$ cat src/rtl/half_adder_pkg.sv
// Shared defaults and helpers for the half_adder block.
// The HALF_ADDER_CHECK_EN build option is consumed by half_adder.sv only.
package half_adder_pkg;

    localparam int DEFAULT_WIDTH = 1;
    localparam int DEFAULT_CNT_W = 16;

    // Saturation ceiling for a counter w bits wide (all ones, up to 64 bits).
    function automatic logic [63:0] cnt_max(input int unsigned w);
        logic [63:0] val;
        val = '0;
        for (int i = 0; i < 64; i++) begin
            if (i < w) begin
                val[i] = 1'b1;
            end
        end
        return val;
    endfunction

    localparam logic [DEFAULT_CNT_W-1:0] DEFAULT_CNT_MAX = DEFAULT_CNT_W'(cnt_max(DEFAULT_CNT_W));

endpackage

$ cat src/rtl/half_adder_lane.sv
// One combinational half-adder lane: sum and carry of two single bits.
// Instantiated once per lane by half_adder.
module half_adder_lane
    import half_adder_pkg::*;
(
    input  logic a,
    input  logic b,
    output logic s,
    output logic c
);

    assign s = a ^ b;
    assign c = a & b;

endmodule

$ cat src/rtl/half_adder.sv
// Registered multi-lane half adder with a saturating carry-event counter.
// Define HALF_ADDER_CHECK_EN to build the sticky S+2C == X+Y self-checker driving err.
module half_adder
    import half_adder_pkg::*;
#(
    parameter int WIDTH = DEFAULT_WIDTH,
    parameter int CNT_W = DEFAULT_CNT_W
) (
    input  logic             clk,
    input  logic             rst_n,
    input  logic             in_valid,
    input  logic [WIDTH-1:0] X,
    input  logic [WIDTH-1:0] Y,
    input  logic             clr_cnt,
    output logic             out_valid,
    output logic [WIDTH-1:0] S,
    output logic [WIDTH-1:0] C,
    output logic [CNT_W-1:0] carry_cnt,
    output logic             err
);

    localparam logic [CNT_W-1:0] CNT_MAX = CNT_W'(cnt_max(CNT_W));

    logic [WIDTH-1:0] sum_comb;
    logic [WIDTH-1:0] carry_comb;

    logic [WIDTH-1:0] s_reg, s_next;
    logic [WIDTH-1:0] c_reg, c_next;
    logic             valid_reg, valid_next;
    logic [CNT_W-1:0] cnt_reg, cnt_next;

    genvar gi;
    generate
        for (gi = 0; gi < WIDTH; gi++) begin : g_lane
            half_adder_lane u_lane (
                .a (X[gi]),
                .b (Y[gi]),
                .s (sum_comb[gi]),
                .c (carry_comb[gi])
            );
        end
    endgenerate

    // Clear overrides a same-cycle increment; the counter sticks at all-ones.
    always_comb begin
        s_next     = s_reg;
        c_next     = c_reg;
        valid_next = in_valid;
        cnt_next   = cnt_reg;
        if (in_valid) begin
            s_next = sum_comb;
            c_next = carry_comb;
            if ((|carry_comb) && (cnt_reg != CNT_MAX)) begin
                cnt_next = cnt_reg + CNT_W'(1);
            end
        end
        if (clr_cnt) begin
            cnt_next = '0;
        end
    end

    always_ff @(posedge clk) begin
        if (!rst_n) begin
            s_reg     <= '0;
            c_reg     <= '0;
            valid_reg <= 1'b0;
            cnt_reg   <= '0;
        end else begin
            s_reg     <= s_next;
            c_reg     <= c_next;
            valid_reg <= valid_next;
            cnt_reg   <= cnt_next;
        end
    end

    assign S         = s_reg;
    assign C         = c_reg;
    assign out_valid = valid_reg;
    assign carry_cnt = cnt_reg;

`ifdef HALF_ADDER_CHECK_EN
    // Keep a copy of the accepted operands so the registered result can be
    // re-added arithmetically and compared lane by lane.
    logic [WIDTH-1:0] x_reg, x_next;
    logic [WIDTH-1:0] y_reg, y_next;
    logic [WIDTH-1:0] lane_bad;
    logic             err_reg, err_next;

    generate
        for (gi = 0; gi < WIDTH; gi++) begin : g_check
            assign lane_bad[gi] =
                ({1'b0, s_reg[gi]} + {c_reg[gi], 1'b0}) !=
                ({1'b0, x_reg[gi]} + {1'b0, y_reg[gi]});
        end
    endgenerate

    always_comb begin
        x_next   = x_reg;
        y_next   = y_reg;
        err_next = err_reg;
        if (in_valid) begin
            x_next = X;
            y_next = Y;
        end
        if (valid_reg && (|lane_bad)) begin
            err_next = 1'b1;
        end
    end

    always_ff @(posedge clk) begin
        if (!rst_n) begin
            x_reg   <= '0;
            y_reg   <= '0;
            err_reg <= 1'b0;
        end else begin
            x_reg   <= x_next;
            y_reg   <= y_next;
            err_reg <= err_next;
        end
    end

    assign err = err_reg;
`else
    assign err = 1'b0;
`endif

endmodule

$ cat config.mk
export PLATFORM = sky130hd
export DESIGN_NAME = half_adder
export DESIGN_NICKNAME = d
export VERILOG_FILES = /design/src/rtl/half_adder_pkg.sv /design/src/rtl/half_adder_lane.sv /design/src/rtl/half_adder.sv
export SDC_FILE = /design/constraint.sdc
export NUM_CORES = 1
export LEC_CHECK = 0
export ABC_CLOCK_PERIOD_IN_PS = 2730
export BUFFER_PORTS_ARGS = -buffer_cell sky130_fd_sc_hd__buf_2
export CORE_AREA = 5 5 49 62
export CTS_BUF_LIST = sky130_fd_sc_hd__clkbuf_2
export CTS_CLUSTER_DIAMETER = 50
export DETAILED_ROUTE_END_ITERATION = 8
export DIE_AREA = 0 0 54 67
export HOLD_SLACK_MARGIN = 0.05
export PLACE_DENSITY = 0.69
export SLEW_MARGIN = 0
export SYNTH_ARGS = -nofsm -noshare
export SYNTH_HDL_FRONTEND = slang
export SYNTH_SLANG_ARGS = --single-unit
$ cat constraint.sdc
create_clock -name clk -period 2.73 [get_ports clk]
set_input_delay 0.273 -clock clk [delete_from_list [all_inputs] [get_ports clk]]
set_output_delay 0.273 -clock clk [all_outputs]
set_load 0.03 [all_outputs]
==> flow_summary.yaml <==
outcome:
  status: "finished clean"
synth:
  synth_top_family_by_area: "simple AND/OR/NAND/NOR gates"
  netlist_area_sq_um: 923
  synthCells: 108
  yosys-top-cells-area: "dfxtp_1, a21oi_1, o31ai_1"
  synth_flop_cell: "dfxtp_1"
  synthMuxAreaShare: 0.0108
  synth-xor-area-share: 0
  syn_nets: 116
  synth_adder_area_share: 0.0271
  synth-compound-area-share: 0.220
  synth_edf_count: 0
  synth-simple-area-share: 0.306
  yosys.cell_count.top_type: "dfxtp_1"
  synth_seq_area_share: 0.412
  yosysUniqueCellTypes: 32
  synth_seq_cells: 19
  synth_warnings: 0
  yosys.area.top_type_share: 0.412
  async_flop_share: 0
  ys_top_cells_by_count: "dfxtp_1, a21oi_1, nand2_1"
  synth_area_leader_cell: "dfxtp_1"
  avgSynthCellArea_sq_um: 8.55
timing:
  setup_ws_ps: 882
  finalCritPeriodShare: 0.677
  finClkSkew_ps: 7.21
  setup_viol: 0
  fmax_mhz: 541
  drv_slew: 0
  relSlewSlack: 0.589
  final_hold_viol_count: 0
  rsz0062_at_grt: "no"
  finalCriticalPeriod_ps: 1850
  fin_setup_tns_ps: 0
  tightest_slew_ps: 617
worst_setup_path:
  r2r_slack_ps: 880
  crit_family: "simple AND/OR/NAND/NOR gates"
  crit_start: "carry_cnt[3]"
  crit_end: "carry_cnt[13]"
  required_ps: 2980
  worstReg2RegStart: "carry_cnt[3]"
  critPathLaunchType: "flop"
  cp_cell_sequence: "nand4_1 > or4_4 > or4_1 > a21oi_1"
  critPathKind: "reg -> reg"
  worstSetupPathDepth: 4
  end_kind: "flop"
  crit_arrival_ps: 2100
  cp_num_buf_inv: 0
  slowest_delay_ps: 540
  regToRegEndpoint: "carry_cnt[13]"
  crit_fanout: 7
  reg2reg_depth: 4
  cp_slowest_cell: "or4_4"
routing:
  wl_mm: 2.20
  via_per_inst: 5.65
  wl_per_cell_microns: 13.2
  drcViolationCount: 0
  firstDrtPassIters: 4
  vias: 938
  drtAntennaViolNets: 0
  drt_iter0_markers: 23
hold_path:
  hp-class: "in -> reg"
placed_design:
  post-dp-hpwl_mm: 1.66
  place_ws_ps: 833
  globalplace.congestion: 0.854
  port_buffers: 24
grt:
  grt_pass1_wl_mm: 3.70
  grt_start_max_net_pins: 17
  grt_overflow: 0
  antenna_found_initial: 0
  grt_pass1_vias: 868
  track_usage: 0.135
floorplan:
  top_level_ports: 26
  die_y_microns: 67
  die-area_sq_mm: 0.00362
  initial_core_util: 0.388
  die_w_microns: 54
  fp-row-count: 20
  coreArea_sq_mm: 0.00238
clock_network:
  clock-sinks: 19
  post_cts_resized: 0
  post-cts-setup-buffers: 0
  clock-root-buffer: "clkbuf_2"
  ctsHoldBuffers: 0
  clk_latency_ps: 310
  htree_levels: 1
  numCtsBuffers: 3
  clkSlewWorstSetupHoldPaths_ps: 190
  clockBufferDepth: 2
  cts_tree: "done"
layout:
  diodes: 0
  multi_input_area_sq_um: 524
  num-nets-final: 142
  drive_above_1_share: 0.271
  syn_to_final_growth_pct: 18.4
  regArea_sq_um: 380
  fillers: 235
pwr:
  power_density_mw_per_mm2: 400
  pwr-share-comb: 0.064
  vdd_drop_max_mv: 0.258
  power.clock.fraction: 0.292
  seq_power_share: 0.644
  leakagePower_nw: 0.391
  p_switching_mw: 0.109
  power.share.switching: 0.249
  internal-power_mw: 0.329
job:
  cap_viol_max_count: 0
[power by group through the flow]
stage	Sequential, mW	Combinational (mW)	Clock [mW]
floorplan	0.293	0.0137	0
global placement	0.287	0.0279	0
detailed placement	0.288	0.0284	0
CTS	0.282	0.0283	0.128
global route	0.283	0.0312	0.136
finish	0.282	0.0280	0.128
[worst reg2reg max path, cell delays in order, from the launching register on]
cell and delay, ps:
dfxtp_1 470, nand4_1 150, or4_4 540, or4_1 480
a21oi_1 150
[cell usage in the layout, fill, tap and decap left out, types with 4 or more instances in the layout]
cell type and instances:
nand2_1 8, o31ai_1 6, nand3_1 5, clkbuf_2 4
o21ai_0 6, or4_1 6, a21oi_1 16, dfxtp_1 19
nand4_1 5, buf_2 24
[logic make-up after synthesis]
kind of cell,Yosys count
AOI/OAI and AO/OA,34
buffers and inverters,4
muxes,1
other,1
DFF,19
and+or+nand+nor,47
adders and majority gates,2
[flip-flops by register name (all words and copies together), names as in the netlist]
name,count
carry_cnt,16
out_valid,1
S,1
C,1
[how the worst min path moves through the flow]
stage	from	endpoint	slack, ps	depth (start not counted)
finish	rst_n	out_valid	200	2
floorplan	in_valid	out_valid	390	1
detailed placement	C	C	480	2
CTS	rst_n	out_valid	200	2
global placement	C	C	470	2
global route	rst_n	C	210	2
[metrics by stage]
| stage | utilization | cells | hold WS [ps] | instance area [sq um] | total power [mW] |
|---|---|---|---|---|---|
| 5_1_grt | 0.460 | 166 | 212 | 1090 | 0.450 |
| 3_5_place_dp | 0.452 | 162 | 478 | 1070 | 0.316 |
| 3_3_place_gp | 0.452 | 162 | 467 | 1070 | 0.315 |
| 6_report | 0.460 | 166 | 203 | 1090 | 0.437 |
| 4_1_cts | 0.460 | 166 | 202 | 1090 | 0.438 |
| 2_1_floorplan | - | 108 | 395 | 923 | 0.307 |
[layout make-up]
type,instances,area share
Timing Repair Buffer,25,0.117
Sequential cell,19,0.348
Multi-Input combinational cell,85,0.479
Clock buffer,4,0.0183
Tap cell,33,0.0378
[per-layer routing]
layer | vias to the layer above | GRT usage | routed length (microns)
met1 | 435 | 0.164 | 970
met4 | 0 | 0.0592 | 38
met3 | 5 | 0.0268 | 162
li1 | 464 | - | -
met5 | - | 0 | 0
met2 | 34 | 0.224 | 1030
(Power assumes the default switching activity.)
